$ cat src/rtl/risc_state_dump.sv
// Debug readout engine: stalls the core, walks the register file and a window
// of data memory, and streams every word out over a valid/ready port.
module risc_state_dump #(
  parameter int              NUM_REGS  = 8,
  parameter int              DATA_W    = 16,
  parameter int              ADDR_W    = 16,
  parameter logic [ADDR_W-1:0] MEM_BASE = '0,
  parameter int              MEM_WORDS = 16
) (
  input  logic              clk,
  input  logic              reset,
  input  logic              start,
  output logic              halt_req,
  input  logic              halt_ack,
  output logic [2:0]        rf_rd_addr,
  input  logic [DATA_W-1:0] rf_rd_data,
  output logic              dm_rd_en,
  output logic [ADDR_W-1:0] dm_rd_addr,
  input  logic [DATA_W-1:0] dm_rd_data,
  output logic              out_valid,
  input  logic              out_ready,
  output logic [DATA_W-1:0] out_data,
  output logic              out_is_mem,
  output logic [ADDR_W-1:0] out_index,
  output logic              out_last,
  output logic              busy,
  output logic              done
);

  typedef enum logic [2:0] {
    S_IDLE, S_HALT, S_RF_LD, S_RF_OUT, S_DM_REQ, S_DM_LD, S_DM_OUT, S_DONE
  } state_t;

  localparam logic [2:0] LAST_REG = 3'(NUM_REGS - 1);
  localparam bit         HAS_MEM  = (MEM_WORDS > 0);
  localparam int         LAST_MEM = (MEM_WORDS > 0) ? MEM_WORDS - 1 : 0;

  state_t              state_q, state_d;
  logic [2:0]          idx_q, idx_d;
  logic [ADDR_W-1:0]   ptr_q, ptr_d;
  logic [31:0]         cnt_q, cnt_d;
  logic [DATA_W-1:0]   out_data_q, out_data_d;
  logic [ADDR_W-1:0]   out_index_q, out_index_d;
  logic                out_is_mem_q, out_is_mem_d;
  logic                out_last_q, out_last_d;

  // State and captured-word registers; the word registers only change in the
  // load states, so they stay stable while a stalled word waits for ready.
  always_ff @(posedge clk) begin
    if (reset) begin
      state_q      <= S_IDLE;
      idx_q        <= '0;
      ptr_q        <= '0;
      cnt_q        <= '0;
      out_data_q   <= '0;
      out_index_q  <= '0;
      out_is_mem_q <= 1'b0;
      out_last_q   <= 1'b0;
    end else begin
      state_q      <= state_d;
      idx_q        <= idx_d;
      ptr_q        <= ptr_d;
      cnt_q        <= cnt_d;
      out_data_q   <= out_data_d;
      out_index_q  <= out_index_d;
      out_is_mem_q <= out_is_mem_d;
      out_last_q   <= out_last_d;
    end
  end

  // Next-state logic: register words take load+present, memory words take
  // request+load+present because memory data arrives a cycle after the strobe.
  always_comb begin
    state_d      = state_q;
    idx_d        = idx_q;
    ptr_d        = ptr_q;
    cnt_d        = cnt_q;
    out_data_d   = out_data_q;
    out_index_d  = out_index_q;
    out_is_mem_d = out_is_mem_q;
    out_last_d   = out_last_q;
    case (state_q)
      S_IDLE: begin
        if (start) state_d = S_HALT;
      end
      S_HALT: begin
        if (halt_ack) begin
          idx_d   = '0;
          state_d = S_RF_LD;
        end
      end
      S_RF_LD: begin
        out_data_d   = rf_rd_data;
        out_index_d  = ADDR_W'(idx_q);
        out_is_mem_d = 1'b0;
        out_last_d   = (idx_q == LAST_REG) && !HAS_MEM;
        state_d      = S_RF_OUT;
      end
      S_RF_OUT: begin
        if (out_ready) begin
          if (idx_q < LAST_REG) begin
            idx_d   = idx_q + 3'd1;
            state_d = S_RF_LD;
          end else if (HAS_MEM) begin
            ptr_d   = MEM_BASE;
            cnt_d   = '0;
            state_d = S_DM_REQ;
          end else begin
            state_d = S_DONE;
          end
        end
      end
      S_DM_REQ: begin
        state_d = S_DM_LD;
      end
      S_DM_LD: begin
        out_data_d   = dm_rd_data;
        out_index_d  = ptr_q;
        out_is_mem_d = 1'b1;
        out_last_d   = (cnt_q == 32'(LAST_MEM));
        state_d      = S_DM_OUT;
      end
      S_DM_OUT: begin
        if (out_ready) begin
          if (cnt_q < 32'(LAST_MEM)) begin
            ptr_d   = ptr_q + ADDR_W'(1);
            cnt_d   = cnt_q + 32'd1;
            state_d = S_DM_REQ;
          end else begin
            state_d = S_DONE;
          end
        end
      end
      S_DONE: begin
        out_last_d = 1'b0;
        state_d    = S_IDLE;
      end
      default: state_d = S_IDLE;
    endcase
  end

  // Output decode straight from the state and captured registers.
  always_comb begin
    halt_req   = (state_q != S_IDLE) && (state_q != S_DONE);
    busy       = (state_q != S_IDLE);
    done       = (state_q == S_DONE);
    out_valid  = (state_q == S_RF_OUT) || (state_q == S_DM_OUT);
    dm_rd_en   = (state_q == S_DM_REQ);
    dm_rd_addr = ptr_q;
    rf_rd_addr = idx_q;
    out_data   = out_data_q;
    out_index  = out_index_q;
    out_is_mem = out_is_mem_q;
    out_last   = out_last_q;
  end

endmodule

$ cat config.mk
export PLATFORM = sky130hd
export DESIGN_NAME = risc_state_dump
export DESIGN_NICKNAME = d
export VERILOG_FILES = /design/src/rtl/risc_state_dump.sv
export SDC_FILE = /design/constraint.sdc
export NUM_CORES = 1
export LEC_CHECK = 0
export ABC_CLOCK_PERIOD_IN_PS = 1800
export BUFFER_PORTS_ARGS = -buffer_cell sky130_fd_sc_hd__buf_4
export CAP_MARGIN = 30
export CORE_MARGIN = 3
export CORE_UTILIZATION = 47
export DETAILED_ROUTE_END_ITERATION = 7
export GPL_ROUTABILITY_DRIVEN = 1
export HOLD_SLACK_MARGIN = 0.1
export PLACE_DENSITY = 0.77
export RECOVER_POWER = 25
export SYNTH_ARGS = -nofsm -noshare
export SYNTH_HDL_FRONTEND = slang
export SYNTH_SLANG_ARGS = --single-unit
$ cat constraint.sdc
create_clock -name clk -period 1.8 [get_ports clk]
set_input_delay 0.36 -clock clk [delete_from_list [all_inputs] [get_ports clk]]
set_output_delay 0.36 -clock clk [all_outputs]
set_load 0.02 [all_outputs]
After elaboration in Yosys (flattened, before gate mapping):

Index checks and enable logic that the tools add are counted.

* register bits: 88
* output and inout port bits: 58
* word-level logic and storage cells: 66

* $add $sub $neg: 3
* order comparisons: 2
* eq/ne operators: 16
* mux-type cells: 25
* reduce and logical (&&, ||, !) cells: 12

Operator list (number)
* $mux 32: 4
* $pmux 16 s2: 3
* $mux 16: 4
* $pmux 32 s2: 1
* $add 32x1->32 const B: 1
* $eq 32x4->1 const B: 1
* $lt 32x4->1 const B: 1
* $mux 3: 8
* $pmux 3 s8: 1
* $add 16x1->16 const B: 1
* $ne 2x2->1 const B: 7
* $eq 3x3->1 const B: 4
* $reduce_and 4->1: 2
* $reduce_bool 2->1: 4
* $eq 3x2->1 const B: 2
* $pmux 3 s2: 1
* $reduce_and 5->1: 1
* $pmux 1 s2: 2
* $add 3x1->3 const B: 1
* $eq 3x1->1 const B: 1
* $logic_not 3->1: 1
* $lt 3x3->1 const B: 1
* $ne 3x3->1 const B: 1
* $reduce_bool 3->1: 1
* other kinds (4): 4

Longest topological paths before layout:

Gate-level depths: netlist of run 1.

* depth after elaboration: 4
* mapped depth: 7

Worst setup path before layout of run 1:

No wires, ideal clock.

* kind: flip-flop to flip-flop
* from: reg idx_q[0], in the netlist rf_rd_addr[0]
* to: reg ptr_q[9], in the netlist dm_rd_addr[9]
* data arrival time: 1899 ps
* required time: 1730 ps
* path slack: -169 ps
* stages on the path, launching flop included: 6
* buffers on the path: 0
* period minus slack after synthesis: 1969 ps
* path through: dfxtp_1 > nand4_1 > o22a_1 > or4_1 > or3_1 > a21oi_1

* word-level cells in the longest chain between the ends: 3

Ends and longest elaborated chain
* from (decl): line 39 `logic [2:0] idx_q, idx_d;`
* from (signal assigned): line 61 `idx_q <= idx_d;`
* $lt 3x3->1: line 101 `if (idx_q < LAST_REG) begin`
* $ne 2x2->1 (no source line)
* $reduce_and 5->1 (no source line)
* to (signal assigned): line 62 `ptr_q <= ptr_d;`
* to (decl): line 40 `logic [ADDR_W-1:0] ptr_q, ptr_d;`

No other way between the ends.
A chain may end at the register's enable or synchronous reset.

Worst setup path in the final report of run 1:

* from: reg state_q[0]
* to: reg ptr_q[8], in the netlist dm_rd_addr[8]

* word-level cells in the longest chain between the ends: 3

Ends and longest elaborated chain
* from (decl): line 38 `state_t state_q, state_d;`
* from (signal assigned): line 60 `state_q <= state_d;`
* $eq 3x3->1 / $eq 3x2->1 (equally long branches): line 82 `case (state_q)`
* $ne 2x2->1 (no source line) / $reduce_bool 2->1 (equally long branches)
* $reduce_and 5->1 (no source line)

Several ways; a longest one is shown, not always the timed one.

==> results.sh, run 1 <==
export IMPL_dieWidth_um=94.1
export IMPL_synth_edf_count=0
export IMPL_fin_crit_ns=1.84
export IMPL_rsz0062_at_grt="yes"
export IMPL_cts_sinks=88
export IMPL_p_leak_nw=2.19
export IMPL_finalCritPeriodShare_pct=102
export IMPL_synth_area_leaders="dfxtp_1 48%, mux2i_1 5.5%, nor2_1 5.5%"
export IMPL_synth_most_common_cell="dfxtp_1"
export IMPL_maxCapViolations=0
export IMPL_drt_first_pass_iters=4
export IMPL_fin_skew_ns=0.0128
export IMPL_finalInstanceArea_um2=5350
export IMPL_holdCritPathClass="input port to flop"
export IMPL_place_congestion=0.831
export IMPL_ys_seq_elements=88
export IMPL_power_density_nw_per_um2=863
export IMPL_vias=3652
export IMPL_drt_iter0_drc=201
export IMPL_end_kind="flop"
export IMPL_antenna_cells=0
export IMPL_syn_inst=404
export IMPL_grt_pass1_vias=3368
export IMPL_grt_pass1_wl_um=16200
export IMPL_grt_usage_pct=23.0
export IMPL_ant_nets=0
export IMPL_dp_cells=627
export IMPL_synth_top_cell_area_share_pct=48.3
export IMPL_critPathMaxFanout=7
export IMPL_routed_wirelength_um=10700
export IMPL_critical_path_arrival_ns=2.14
export IMPL_start_util_pct=49.3
export IMPL_yosysSeqAreaShare_pct=48.3
export IMPL_post_drt_wl_per_cell_um=16.3
export IMPL_finalSetupViolCount=6
export IMPL_postPlaceCellArea_um2=4890
export IMPL_maxSlewHeadroom_pct=56.7
export IMPL_portBuffers=94
export IMPL_ys_warnings_count=0
export IMPL_path_clk_slew_ns=0.09
export IMPL_nNetsFinal=592
export IMPL_ioPinCount=95
export IMPL_via_per_inst=5.57
export IMPL_cts_buffer_depth=2
export IMPL_yosys_top_cells_count="88 x dfxtp_1, 53 x nor2_1, 25 x a21oi_1, 24 x and2_1, 21 x clkbuf_1"
export IMPL_fillers=555
export IMPL_synth_area_leader_cell="dfxtp_1"
export IMPL_antenna_found_initial=0
export IMPL_report_final_hold_viol_count=0
export IMPL_synthFlopType="dfxtp_1"
export IMPL_fin_ws_ns=-0.0440
export IMPL_worst_slew_pin_slew_ns=0.649
export IMPL_synth_area_um2=3650
export IMPL_ys_async_sr_fraction_pct=0
export IMPL_insertion_delay_ns=0.36
export IMPL_design_core_area_um2=7410
export IMPL_syn_avg_cell_area_um2=9.03
export IMPL_slew_violations=0
export IMPL_critPathLaunchType="flop"
export IMPL_ys_types=44
export IMPL_cts_tree="yes"
export IMPL_synth_nets=444
export IMPL_violations="negative setup slack"
export IMPL_crit_type="flop to flop"
export IMPL_syn_to_final_growth_pct=46.6
export IMPL_layout_drive_gt1_share_pct=35.0
export IMPL_die_h_um=94.1
export IMPL_required_ns=2.09
export IMPL_grt_max_degree=44
export IMPL_die_area_um2=8860
export IMPL_ir_drop_mv=0.459
export IMPL_max_freq_mhz=542
export IMPL_run_status="finished, violations left"
export IMPL_overflow=0
export IMPL_stdcell_count=656
export IMPL_numCtsBuffers=9
export IMPL_cts_max_level=3
export IMPL_drc=0
export IMPL_clock_root_buffer="clkbuf_8"
export IMPL_num_rows=31
export IMPL_hpwl_um=7080
## placed cells by master, fill, tap and decap left out, types with 5 or more instances in the layout
cell	instances
dfxtp_2	11
nand3_1	6
o21ai_0	15
a22oi_1	13
buf_6	7
clkbuf_1	31
nor4_4	6
mux2i_1	20
and3_1	5
a211oi_1	19
a21oi_1	22
nand4_1	17
and2_1	24
buf_4	119
dfxtp_1	74
or3_1	9
clkbuf_8	11
nor2_1	50
nand2_1	14
## critical path, cell delays in order, from the launching register on
cell,delay (ns)
dfxtp_4,0.38
nand3b_4,0.17
o22a_1,0.23
buf_4,0.17
or3_4,0.38
or3_1,0.31
a21oi_1,0.15
## flip-flops by register name, summed over array words and instances (netlist names)
| register | count |
|---|---|
| out_index | 16 |
| cnt_q | 32 |
| out_last | 1 |
| out_is_mem | 1 |
| rf_rd_addr | 3 |
| out_data | 16 |
| dm_rd_addr | 16 |
| state_q | 3 |
## routing by layer
layer / global-route usage (%) / routed length, um / up-vias / part of all wire (%)
li1: - / - / 1785 / -
met4: 8.18 / 231 / 0 / 2.2
met3: 3.77 / 616 / 21 / 5.8
met2: 37.9 / 5270 / 111 / 49
met1: 30.4 / 4590 / 1735 / 43
met5: 0 / 0 / - / 0
## through the flow
stage	power (mW)	TNS (ns)	worst slack [ns]	hold WS [ns]	utilization, %
final	4.62	-0.133	-0.0440	0.287	72.2
after global routing	4.81	-2.12	-0.134	0.293	72.2
after CTS	4.62	-0.0305	-0.0258	0.280	70.4
after detailed placement	3.17	-2.55	-0.130	0.450	66.0
after global placement	3.15	-1.15	-0.0877	0.439	66.0
after floorplan	2.74	-0.0388	-0.0387	0.430	-
## timing repair
item,4_1_cts,5_1_grt
gates resized for setup,25,35
hold buffers,0,0
setup endpoints to repair,46,43
pin swaps,11,25
cloned,0,2
setup buffers,2,9
## layout make-up
type                            instances  area [um2]  share of cell area, %
Clock inverter                          4        51.3                  0.959
Clock buffer                           12         155                   2.90
Timing Repair Buffer                  162        1190                   22.2
Multi-Input combinational cell        287        2030                   37.9
Sequential cell                        88        1790                   33.4
Tap cell                               99         124                   2.32
Inverter                                4        15.0                  0.281
## path summary, 6_finish.rpt
path             startpoint       endpoint  slack (ns)  cells past startpoint
max              state_q[0]  dm_rd_addr[8]       -0.04                      6
min          dm_rd_data[14]   out_data[14]        0.29                      3
max reg2reg      state_q[0]  dm_rd_addr[8]       -0.04                      6
min reg2reg       cnt_q[31]      cnt_q[31]        0.48                      1
## where the power goes
part | internal (mW) | total, mW | switching [mW]
logic | 0.505 | 1.07 | 0.566
clock network | 0.721 | 1.43 | 0.710
registers | 2.04 | 2.12 | 0.0777
total | 3.26 | 4.62 | 1.35
## cell families (layout without fill, tap and decap cells)
| kind of cell | count (synthesis) | after routing | share of synthesized area [%] |
|---|---|---|---|
| simple gates | 168 | 168 | 24.4 |
| compound gates | 92 | 92 | 16.6 |
| flops | 88 | 88 | 48.3 |
| buf+inv | 29 | 182 | 3.05 |
| mux | 22 | 22 | 6.10 |
| fa+ha+maj | 3 | 3 | 1.03 |
| xor+xnor | 2 | 2 | 0.480 |
No activity file was read; power rests on OpenSTA's default activity.
==> inputs of run 2 (changes only) <==
- RECOVER_POWER: 25 -> unset
==> run 2 against run 1 <==
The run still ends with negative setup slack left. Largest power group unchanged. Maximum frequency up 0.22%. Non-clock buffer count stayed put. Global-route usage unchanged. Cell count did not move. Hold slack better by 0.0024 ns.
==> results.sh, run 2 (synthesis gave the netlist of run 1 again) <==
export IMPL_num_rows=31
export IMPL_finalSetupViolCount=6
export IMPL_top_register="cnt_q"
export IMPL_critPathLaunchType="flop"
export IMPL_violations="negative setup slack"
export IMPL_p_leak_nw=2.32
export IMPL_r2r_start="state_q[0]"
export IMPL_fillers=511
export IMPL_start_util_pct=49.3
export IMPL_fin_skew_ns=0.0143
export IMPL_grt_max_degree=44
export IMPL_drt_first_pass_iters=5
export IMPL_overflow=0
export IMPL_grt_pass1_wl_um=16200
export IMPL_crit_reg2reg_capture="dm_rd_addr[9]"
export IMPL_grt_pass1_vias=3368
export IMPL_routed_wirelength_um=10700
export IMPL_power_density_nw_per_um2=854
export IMPL_numCtsBuffers=9
export IMPL_fin_ws_ns=-0.0400
export IMPL_r2r_cells=5
export IMPL_vias=3689
export IMPL_min_from="dm_rd_data[13]"
export IMPL_worst_path_stages=5
export IMPL_required_ns=2.09
export IMPL_drc=0
export IMPL_finalCritPeriodShare_pct=102
export IMPL_critical_path_endpoint="dm_rd_addr[9]"
export IMPL_ant_nets=0
export IMPL_maxSlewHeadroom_pct=56.6
export IMPL_rsz0062_at_grt="yes"
export IMPL_post_drt_wl_per_cell_um=16.3
export IMPL_clock_root_buffer="clkbuf_8"
export IMPL_antenna_found_initial=0
export IMPL_run_status="finished, violations left"
export IMPL_antenna_cells=0
export IMPL_die_area_um2=8860
export IMPL_cts_hold_buf=0
export IMPL_largest_register_ffs=32
export IMPL_ioPinCount=95
export IMPL_design_core_area_um2=7410
export IMPL_slowest_stage="or4_4"
export IMPL_cts_sinks=88
export IMPL_cts_tree="yes"
export IMPL_layout_drive_gt1_share_pct=40.6
export IMPL_via_per_inst=5.62
export IMPL_critical_path_arrival_ns=2.13
export IMPL_max_stage_delay_ns=0.54
export IMPL_slew_violations=0
export IMPL_utilization_pct=73.7
export IMPL_final_common_cell="buf_4"
export IMPL_ir_drop_mv=0.459
export IMPL_cts_buffer_depth=2
export IMPL_worst_slew_pin_slew_ns=0.650
export IMPL_report_final_hold_viol_count=0
export IMPL_insertion_delay_ns=0.36
export IMPL_nNetsFinal=592
export IMPL_dieWidth_um=94.1
export IMPL_place_congestion=0.831
export IMPL_startpoint="state_q[0]"
export IMPL_end_kind="flop"
export IMPL_portBuffers=94
export IMPL_holdCritPathClass="input port to flop"
export IMPL_syn_to_final_growth_pct=49.7
export IMPL_maxCapViolations=0
export IMPL_final_cell_mix="149 x buf_4, 73 x dfxtp_1, 50 x nor2_1"
export IMPL_max_freq_mhz=543
export IMPL_path_cells="nand3b_4 -> o22a_1 -> or4_4 -> or3_4 -> a21oi_1"
export IMPL_cts_max_level=3
export IMPL_critPathMaxFanout=6
export IMPL_path_clk_slew_ns=0.09
export IMPL_cp_num_buf_inv=0
export IMPL_r2r_setup_slack_ns=-0.04
export IMPL_fin_crit_ns=1.84
export IMPL_crit_type="flop to flop"
export IMPL_timing_setup_tns_ns=-0.134
export IMPL_hpwl_um=7080
export IMPL_grt_usage_pct=23.0
export IMPL_die_h_um=94.1
export IMPL_crit_family="simple AND/OR/NAND/NOR gates"
export IMPL_drt_iter0_drc=231
-- run 2: cell types whose count changed in the layout (fill, tap and decap cells not counted) --
cell,before,now
dfxtp_2,11,12
dfxtp_1,74,73
buf_4,119,149
clkbuf_1,31,1
-- run 2: per-layer routing --
metal | global-route usage (%) | up-vias | share of wire [%]
met5 | 0 | - | 0
met4 | 8.18 | 0 | 2.6
met3 | 3.77 | 26 | 5.4
met2 | 37.9 | 124 | 49
met1 | 30.4 | 1755 | 43
li1 | - | 1784 | -
-- run 2: report_power, final --
group | total (mW) | switching (mW) | leakage, nW | internal, mW
sequential | 2.12 | 0.0783 | 0.718 | 2.04
combinational | 1.12 | 0.565 | 1.50 | 0.552
clock | 1.43 | 0.710 | 0.103 | 0.721
total | 4.66 | 1.35 | 2.32 | 3.31
-- run 2: how the worst min path moves through the flow --
stage | to | slack [ns] | cells after the start
finish | out_data[13] | 0.29 | 3
detailed placement | cnt_q[29] | 0.45 | 1
floorplan | cnt_q[31] | 0.43 | 1
global placement | cnt_q[27] | 0.44 | 2
global route | out_data[7] | 0.29 | 3
CTS | out_data[13] | 0.28 | 3
-- run 2: through the flow --
stage / setup slack (ns) / hold WS (ns) / cells / area [um2] / total power, mW
2_1_floorplan: -0.0387 / 0.430 / 404 / 3700 / 2.74
3_3_place_gp: -0.0877 / 0.439 / 627 / 4890 / 3.15
3_5_place_dp: -0.130 / 0.450 / 627 / 4890 / 3.17
4_1_cts: -0.0258 / 0.280 / 645 / 5220 / 4.62
5_1_grt: -0.134 / 0.293 / 656 / 5460 / 4.86
6_report: -0.0400 / 0.289 / 656 / 5460 / 4.66
-- run 2: area by class of cell --
type                    instances  area (um2)  share of cell area (%)
clock buffers                  12         155                    2.84
well taps                      99         124                    2.27
flip-flops and latches         88        1790                    32.7
repair buffers                162        1300                    23.8
clock inverters                 4        51.3                   0.939
inverters                       4        15.0                   0.275
multi-input cells             287        2030                    37.1
-- run 2: worst reg2reg max path: cells and delay by family (launching register included) --
family | cells | cell delay [ns]
compound gates | 2 | 0.35
flops | 1 | 0.38
simple gates | 3 | 1.06
-- run 2: repair_timing --
item / CTS / global route
setup endpoints to repair: 46 / 43
gates resized for setup: 25 / 35
setup buffers: 2 / 9
pin swaps: 11 / 25
gates cloned: 0 / 2
==> inputs of run 3 (changes only) <==
- BUFFER_PORTS_ARGS: -buffer_cell sky130_fd_sc_hd__buf_4 -> unset
- CORE_UTILIZATION: 47 -> 55
- DONT_BUFFER_PORTS: unset -> 1
- PLACE_DENSITY: 0.77 -> 0.75
- SETUP_SLACK_MARGIN: unset -> 0.5
==> run 3 against run 2 <==
The flow still finishes with violations (negative setup slack). Flip-flop and latch count unchanged. Hold slack got worse by 0.24 ns. Final area shrank 5.0%. Global-route usage increased by 5.1 points. Wire length increased by 15%. Via count shrank 2.1%. Critical endpoint is now dm_rd_addr[8]. Largest power group unchanged.
==> results.sh, run 3 (synthesis gave the netlist of run 1 again) <==
export IMPL_critical_path_arrival_ns=2.21
export IMPL_antenna_cells=0
export IMPL_drc=0
export IMPL_num_rows=29
export IMPL_design_core_area_um2=6390
export IMPL_cts_max_level=3
export IMPL_dieWidth_um=87.5
export IMPL_ioPinCount=95
export IMPL_cts_tree="yes"
export IMPL_nNetsFinal=517
export IMPL_fin_ws_ns=-0.114
export IMPL_cts_sinks=88
export IMPL_drt_iter0_drc=393
export IMPL_path_clk_slew_ns=0.10
export IMPL_finalSetupViolCount=15
export IMPL_rsz0062_at_grt="yes"
export IMPL_maxCapViolations=0
export IMPL_final_cell_mix="68 x dfxtp_1, 53 x buf_4, 47 x nor2_1"
export IMPL_top_register="cnt_q"
export IMPL_numCtsBuffers=9
export IMPL_report_final_hold_viol_count=0
export IMPL_overflow=0
export IMPL_end_kind="flop"
export IMPL_layout_drive_gt1_share_pct=39.4
export IMPL_violations="negative setup slack"
export IMPL_largest_register_ffs=32
export IMPL_worst_slew_pin_slew_ns=0.438
export IMPL_slew_violations=0
export IMPL_cts_buffer_depth=2
export IMPL_hpwl_um=6200
export IMPL_vias=3613
export IMPL_grt_usage_pct=28.1
export IMPL_fin_skew_ns=0.0189
export IMPL_p_leak_nw=1.95
export IMPL_place_congestion=0.812
export IMPL_crit_type="flop to flop"
export IMPL_post_drt_wl_per_cell_um=22.1
export IMPL_die_area_um2=7650
export IMPL_antenna_found_initial=0
export IMPL_ir_drop_mv=1.07
export IMPL_run_status="finished, violations left"
export IMPL_grt_pass1_vias=3306
export IMPL_portBuffers=0
export IMPL_via_per_inst=6.46
export IMPL_syn_to_final_growth_pct=42.1
export IMPL_routed_wirelength_um=12300
export IMPL_finalCritPeriodShare_pct=106
export IMPL_holdCritPathClass="input port to flop"
export IMPL_start_util_pct=57.2
export IMPL_ant_nets=0
export IMPL_critPathMaxFanout=5
export IMPL_clock_root_buffer="clkbuf_8"
export IMPL_drt_first_pass_iters=8
export IMPL_timing_setup_tns_ns=-0.793
export IMPL_power_density_nw_per_um2=934
export IMPL_fin_crit_ns=1.91
export IMPL_utilization_pct=81.2
export IMPL_critPathLaunchType="flop"
export IMPL_max_freq_mhz=522
export IMPL_final_common_cell="dfxtp_1"
export IMPL_die_h_um=87.5
export IMPL_grt_max_degree=45
export IMPL_maxSlewHeadroom_pct=70.0
export IMPL_required_ns=2.10
export IMPL_grt_pass1_wl_um=16800
export IMPL_insertion_delay_ns=0.37
==> run 3: cell count changes in the layout (fill, tap and decap cells not counted), sizes merged <==
cell      delta
buf         -78
clkbuf       -2
nor2         +1
o21ba        +2
clkinv       +1
clkinvlp     +1
bufinv       -1
inv          +1
==> run 3: worst paths after layout <==
kind                 startpoint            end  slack [ns]  depth (start not counted)
hold reg to reg       cnt_q[27]      cnt_q[27]        0.47                          2
setup / recovery  dm_rd_addr[0]  dm_rd_addr[8]       -0.11                          5
setup reg to reg  dm_rd_addr[0]  dm_rd_addr[8]       -0.11                          5
hold / removal            reset    out_data[4]        0.05                          1
==> run 3: critical path: stages, from the launching register on <==
cell and delay (ns):
dfxtp_2 0.40, ha_1 0.23, nand3_1 0.21, or3_1 0.43
or3_1 0.38, a21oi_1 0.19
==> run 3: what timing repair did <==
action	CTS	global route
cloned	4	4
endpoints found under the hold margin	40	40
gates resized for setup	75	55
pin swaps	34	35
endpoints found under the setup margin	94	95
buffers inserted	26	9
==> run 3: layout make-up <==
class,instances,area (um2)
Clock buffer,10,128
Clock inverter,6,43.8
Fill cell,334,1200
Inverter,4,15.0
Multi-Input combinational cell,290,2300
Sequential cell,88,1800
Tap cell,77,96.3
Timing Repair Buffer,84,807
==> run 3: metrics by stage <==
stage	total power, mW	hold WS (ns)	instance area, um2	worst slack, ns	std cells
floorplan	2.81	0.430	3830	0.0234	404
detailed placement	2.93	0.429	4150	-0.0252	500
CTS	4.52	0.0427	4850	0.0239	546
global placement	2.91	0.429	4140	0.0301	499
finish	4.85	0.0513	5190	-0.114	559
global route	5.00	0.0338	5190	-0.205	559
==> run 3: layer usage <==
metal	up-vias	GRT usage [%]	part of all wire (%)
met2	202	48.7	52
met3	40	6.72	8.0
li1	1638	-	-
met4	0	9.21	2.5
met5	-	0	0
met1	1733	34.1	38
==> run 3: power by group <==
part	leakage, nW	switching [mW]	total (mW)	internal (mW)
clock	0.0832	0.735	1.24	0.507
sequential	0.722	0.160	2.19	2.03
combinational	1.15	0.694	1.41	0.716
